**src/rtl/core_wb_arbiter.sv**
```systemverilog
// Register-file writeback arbiter: MEM beats EX by default, EX wins after MAX_WAIT refusals.
// Optional macro CORE_WB_STAT_EN adds a saturating conflict-cycle counter port.
module core_wb_arbiter #(
    parameter int unsigned ADDR_W   = 5,
    parameter int unsigned DATA_W   = 32,
    parameter int unsigned MAX_WAIT = 4
) (
    input  logic              clk,
    input  logic              rst,
    input  logic              ex_valid_in,
    output logic              ex_ready_out,
    input  logic [ADDR_W-1:0] ex_addr_in,
    input  logic [DATA_W-1:0] ex_data_in,
    input  logic              mem_valid_in,
    output logic              mem_ready_out,
    input  logic [ADDR_W-1:0] mem_addr_in,
    input  logic [DATA_W-1:0] mem_data_in,
    output logic              we_out,
    output logic [ADDR_W-1:0] write_addr_out,
    output logic [DATA_W-1:0] write_data_out,
    output logic              conflict_out
`ifdef CORE_WB_STAT_EN
    ,
    output logic [15:0]       stat_conflicts_out
`endif
);

    logic [3:0]        r_wait_cnt;
    logic [3:0]        w_wait_nxt;
    logic              w_both;
    logic              w_same_addr;
    logic              w_ex_pri;
    logic              w_ex_grant;
    logic              w_mem_grant;
    logic              w_xfer;
    logic [ADDR_W-1:0] w_sel_addr;
    logic [DATA_W-1:0] w_sel_data;

    assign w_both      = ex_valid_in && mem_valid_in;
    assign w_same_addr = (ex_addr_in == mem_addr_in);
    assign w_ex_pri    = (r_wait_cnt == 4'(MAX_WAIT));

    // Same-address collisions always go to MEM so the older write lands first.
    always_comb begin
        w_ex_grant  = 1'b0;
        w_mem_grant = 1'b0;
        if (!rst) begin
            if (w_both) begin
                if (w_same_addr || !w_ex_pri) begin
                    w_mem_grant = 1'b1;
                end else begin
                    w_ex_grant = 1'b1;
                end
            end else begin
                w_ex_grant  = ex_valid_in;
                w_mem_grant = mem_valid_in;
            end
        end
    end

    assign ex_ready_out  = w_ex_grant;
    assign mem_ready_out = w_mem_grant;
    assign w_xfer        = w_ex_grant || w_mem_grant;
    assign w_sel_addr    = w_ex_grant ? ex_addr_in : mem_addr_in;
    assign w_sel_data    = w_ex_grant ? ex_data_in : mem_data_in;

    always_comb begin
        w_wait_nxt = 4'd0;
        if (ex_valid_in && !w_ex_grant) begin
            w_wait_nxt = w_ex_pri ? r_wait_cnt : r_wait_cnt + 4'd1;
        end
    end

    always_ff @(posedge clk) begin
        if (rst) begin
            r_wait_cnt     <= 4'd0;
            we_out         <= 1'b0;
            write_addr_out <= '0;
            write_data_out <= '0;
            conflict_out   <= 1'b0;
        end else begin
            r_wait_cnt   <= w_wait_nxt;
            conflict_out <= w_both;
            // Writes to x0 are accepted but never reach the register file.
            we_out       <= w_xfer && (w_sel_addr != '0);
            if (w_xfer) begin
                write_addr_out <= w_sel_addr;
                write_data_out <= w_sel_data;
            end
        end
    end

`ifdef CORE_WB_STAT_EN
    logic [15:0] r_stat_cnt;

    always_ff @(posedge clk) begin
        if (rst) begin
            r_stat_cnt <= 16'd0;
        end else if (w_both && (r_stat_cnt != 16'hFFFF)) begin
            r_stat_cnt <= r_stat_cnt + 16'd1;
        end
    end

    assign stat_conflicts_out = r_stat_cnt;
`endif

endmodule

```
**config.mk**
```make
export PLATFORM = sky130hd
export DESIGN_NAME = core_wb_arbiter
export DESIGN_NICKNAME = d
export VERILOG_FILES = /design/src/rtl/core_wb_arbiter.sv
export SDC_FILE = /design/constraint.sdc
export NUM_CORES = 1
export LEC_CHECK = 0
export ABC_AREA = 1
export CAP_MARGIN = 20
export CORE_ASPECT_RATIO = 0.8
export CORE_UTILIZATION = 43
export CTS_CLUSTER_SIZE = 14
export DETAILED_ROUTE_END_ITERATION = 10
export GPL_ROUTABILITY_DRIVEN = 1
export GPL_TIMING_DRIVEN = 0
export PLACE_DENSITY = 0.95
export REMOVE_ABC_BUFFERS = 1
export SYNTH_ARGS = -nofsm -noshare
export SYNTH_HDL_FRONTEND = slang
export SYNTH_SLANG_ARGS = --single-unit
```
**constraint.sdc**
```tcl
create_clock -name clk -period 2.55 [get_ports clk]
set_clock_uncertainty 0.05 [all_clocks]
set_input_delay 0.51 -clock clk [delete_from_list [all_inputs] [get_ports clk]]
set_output_delay 0.51 -clock clk [all_outputs]
set_load 0.1 [all_outputs]
```
Word level (Yosys, flattened, before mapping)
Cells that the tools add are included.

Reductions and logical operators: 9. Div/mod/pow operators: 0. Equal/unequal tests: 2. $add $sub $neg: 1. Mux-type cells: 8. Magnitude comparators: 0. Bitwise operators: 1. $mul: 0. Shifts and indexed selects: 0.

Operators with widths (count): $mux W32 (1); $mux W1 (6); $eq A5 B5 Y1 (1); $mux W5 (1); $reduce_bool A5 Y1 (1); $add A4 B1 Y4 const B (1); $eq A4 B3 Y1 const B (1); $logic_and A1 B1 Y1 (3); $logic_not A1 Y1 (2); $logic_or A1 B1 Y1 (2); $reduce_or A2 Y1 (1); $not A1 Y1 (1).

RAM bits: 0. Register bits after elaboration: 43. Bits of input ports: 78. Memories: 0. ROM bits: 0. Bits in latches: 0.

Depth between registers and ports, before layout
Depth in word-level cells: 10. Mapped depth: 14.

Worst setup path before layout
OpenSTA, ideal clock, no wires.

Kind: input port to output port. Start: in rst. End: out mem_ready_out. Arrival: 1.841 ns. Stages on the path: 5. Path slack: 0.149 ns. Path buffers: 2. Cells stage by stage: inv_1 -> clkbuf_1 -> buf_1 -> o211ai_1 -> inv_1.

Word-level cells in the longest chain between the ends: 1.

Ends and longest elaborated chain: start: declaration (line 9) `input logic rst,`; $mux W1 (line 47) `if (!rst) begin`; end: declaration (line 15) `output logic mem_ready_out,`.

No other way between the ends.

Worst setup path in the final report
Start: in ex_addr_in[4]. End: out ex_ready_out.

Word-level cells in the longest chain between the ends: 5.

Ends and longest elaborated chain: start: declaration (line 12) `input logic [ADDR_W-1:0] ex_addr_in,`; $eq A5 B5 Y1 (line 40) `assign w_same_addr = (ex_addr_in == mem_addr_in);`; $logic_or A1 B1 Y1 (line 49) `if (w_same_addr || !w_ex_pri) begin`; $mux W1 (line 49); $mux W1 (line 48) `if (w_both) begin`; $mux W1 (line 47); end: declaration (line 11) `output logic ex_ready_out,`.

No other way between the ends.

==> results_dict.tcl <==
set metrics [dict create \
    run_status "completed" \
    nFillCells 383 \
    finalPower_mw 2.20 \
    period_share_pct 98.1 \
    syn_inst 291 \
    p_int_mw 1.28 \
    yosysUniqueCellTypes 29 \
    ant_nets 0 \
    drv_cap 0 \
    die_y_um 67.4 \
    seq_power_share_pct 34.8 \
    start_util_pct 45.3 \
    dieArea_mm2 0.00564 \
    arrival_ns 1.94 \
    cts_htree_levels 2 \
    power-per-cell-area_mw_per_mm2 598 \
    endpoint_kind "output pin" \
    grt_pass1_wl_um 10300 \
    place.gp.congestion 0.774 \
    post-synth-top-count-cell "nand2_1" \
    crit_family "buffers and inverters" \
    clkPwrFrac_pct 21.6 \
    critPathMaxStageDelay_ns 0.48 \
    syn_area_mm2 0.00230 \
    cts_buffer_depth 2 \
    antenna_cells 0 \
    slew_headroom_pct 32.0 \
    synthToLayoutAreaGrowth_pct 60.0 \
    switchingPower_uw 916 \
    routed_wl_um 6510 \
    netSwitchingFraction_pct 41.7 \
    period_needed_ns 2.50 \
    syn_avg_cell_area_um2 7.89 \
    hold_ws_ns 0.450 \
    dpl.hpwl_um 4400 \
    synth_flop_cell "dfxtp_1" \
    synth_edf_count 0 \
    async_flop_share_pct 0 \
    met2_usage_pct 42.0 \
    synth_top_area_cell "dfxtp_1" \
    synth_seq_cells 43 \
    grt_use_met3_pct 5.99 \
    synth_top_area_share_pct 37.5 \
    hold_path.class "reg2reg" \
    design.core.area_mm2 0.00506 \
    wl_per_cell_um 13.9 \
    synthTopCellsByArea "dfxtp_1 (37%), nand2_1 (12%), a31oi_2 (11%)" \
    root_buffer "clkbuf_8" \
    cts.clk_slew.worst_paths_ns 0.08 \
    rsz0062_at_grt "true" \
    layout-drive-gt1-share_pct 18.0 \
    grt_max_degree 42 \
    final_nets 485 \
    drtPass1Iterations 4 \
    clock_latency_ns 0.29 \
    critPathLaunchType "input pin" \
    vias_per_cell 5.05 \
    p_comb_share_pct 43.5 \
    gr-usage-met1_pct 26.8 \
    setup_viol 0 \
    antenna_found_initial 0 \
    ir_worst_vdd_mv 0.512 \
    rows 23 \
    cp_max_fo 33 \
    r2r_slack_ns 0.73 \
    gr-total-overflow 0 \
    path_cells "clkdlybuf4s50_1, inv_1, nand2_1, nand2_1, nor2_2, nand3_2, nand2_4, nand2_8, nand2_8, inv_12, buf_12" \
    vias 2364 \
    drt_iter0_drc 58 \
    portBuffers 118 \
    path_class "in2out" \
    drc 0 \
    grt_pass1_vias 2273 \
    fmax_ghz 0.400 \
    path_buf_inv 4 \
    cts_tree "yes" \
    cts.sinks 43 \
    timing.critical_path.slowest_stage_cell "clkdlybuf4s50_1" \
    grt.busiest_layer "met2" \
    yosys-top-cells-count "nand2_1 (74), dfxtp_1 (43), inv_1 (30)" \
    grt.total_usage_pct 22.8 \
    slew_viol_final 0 \
    yosys_warnings 0 \
    die_x_um 83.7 \
    cts_inserted_buffers 5 \
    worst_pin_slew_ns 1.02 \
    hold_viol_final 0 \
    ios 119 \
    worst_ep_required_time_ns 1.99 \
    seq_area_frac_synth_pct 37.5 \
    p_leak_nw 1.55 \
    fin_tns_setup_ns 0 \
]
==> routing by layer <==
metal  up-vias  part of all wire (%)
li1       1178                     -
met1      1079                    43
met2        96                    49
met3        11                   6.4
met4         0                   1.5
met5         -                     0
==> tightest hold or removal path: cells and delay by family (launching register included) <==
kind	cells	cell delay, ns
flops	1	0.34
simple gates	1	0.07
compound gates	1	0.05
==> logic make-up (layout without fill, tap and decap cells) <==
logic type                 count (synthesis)  count (layout)  share of synthesized area, %
buffers and inverters                     53             166                          11.8
xor gates and xnor gates                   3               3                          1.14
and+or+nand+nor                          121             123                          24.8
adders and majority gates                  2               2                          1.09
DFF                                       43              43                          37.5
AOI/OAI and AO/OA                         69              69                          23.7
==> final timing paths <==
check,start,endpoint,depth (start not counted)
worst max register to register,r_wait_cnt[0],we_out,11
worst min-delay path,r_wait_cnt[0],r_wait_cnt[0],2
worst min register to register,r_wait_cnt[0],r_wait_cnt[0],2
worst max-delay path,ex_addr_in[4],ex_ready_out,11
==> sequential cells by signal, indices dropped and copies added (netlist names) <==
| name | flops |
|---|---|
| conflict_out | 1 |
| we_out | 1 |
| r_wait_cnt | 4 |
| write_addr_out | 5 |
| write_data_out | 32 |
==> metrics by stage <==
| stage | cells | worst slack [ns] | utilization [%] | area (µm²) |
|---|---|---|---|---|
| after floorplan | 272 | -0.622 | - | 2160 |
| after global placement | 452 | -2.07 | 67.4 | 3410 |
| after detailed placement | 454 | -1.54 | 68.4 | 3460 |
| after CTS | 466 | -0.0375 | 72.0 | 3650 |
| after global routing | 468 | -0.0515 | 72.5 | 3670 |
| final | 468 | 0.0495 | 72.5 | 3670 |
==> layout make-up <==
class	count	area [µm²]	share of cell area, %
clock buffer	8	100	2.72
timing repair buffer	124	1280	34.7
multi-input combinational	197	1210	33.0
sequential	43	861	23.4
tap	62	77.6	2.11
inverter	34	146	3.99
==> power groups by stage <==
| stage | clock (mW) | sequential (mW) | combinational [mW] |
|---|---|---|---|
| floorplan | 0 | 1.22 | 0.194 |
| global placement | 0 | 0.777 | 0.914 |
| detailed placement | 0 | 0.781 | 0.933 |
| CTS | 0.487 | 0.766 | 0.954 |
| global route | 0.519 | 0.774 | 0.998 |
| finish | 0.475 | 0.766 | 0.956 |
==> cell usage in the layout, fill, tap and decap left out, drive strengths merged <==
cell,netlist,layout
a21o,2,2
buf,11,8
nor3,2,2
nor2,7,7
nand3,15,15
a21oi,26,26
clkinvlp,0,1
dlymetal6s2s,0,1
xor2,1,1
ha,2,2
clkdlybuf4s50,0,115
dfxtp,43,43
a31oi,23,23
o21ai,5,5
inv,34,33
xnor2,2,2
clkbuf,8,8
nand2,97,99
o211ai,13,13
==> timing repair <==
| item | CTS | global route |
|---|---|---|
| setup endpoints to repair | 21 | 3 |
| cloned | 2 | 0 |
| resized for setup | 23 | 5 |
| setup buffers | 2 | 2 |
| hold buffers | 0 | 0 |
| pin swaps | 0 | 1 |
(Power assumes the default switching activity.)
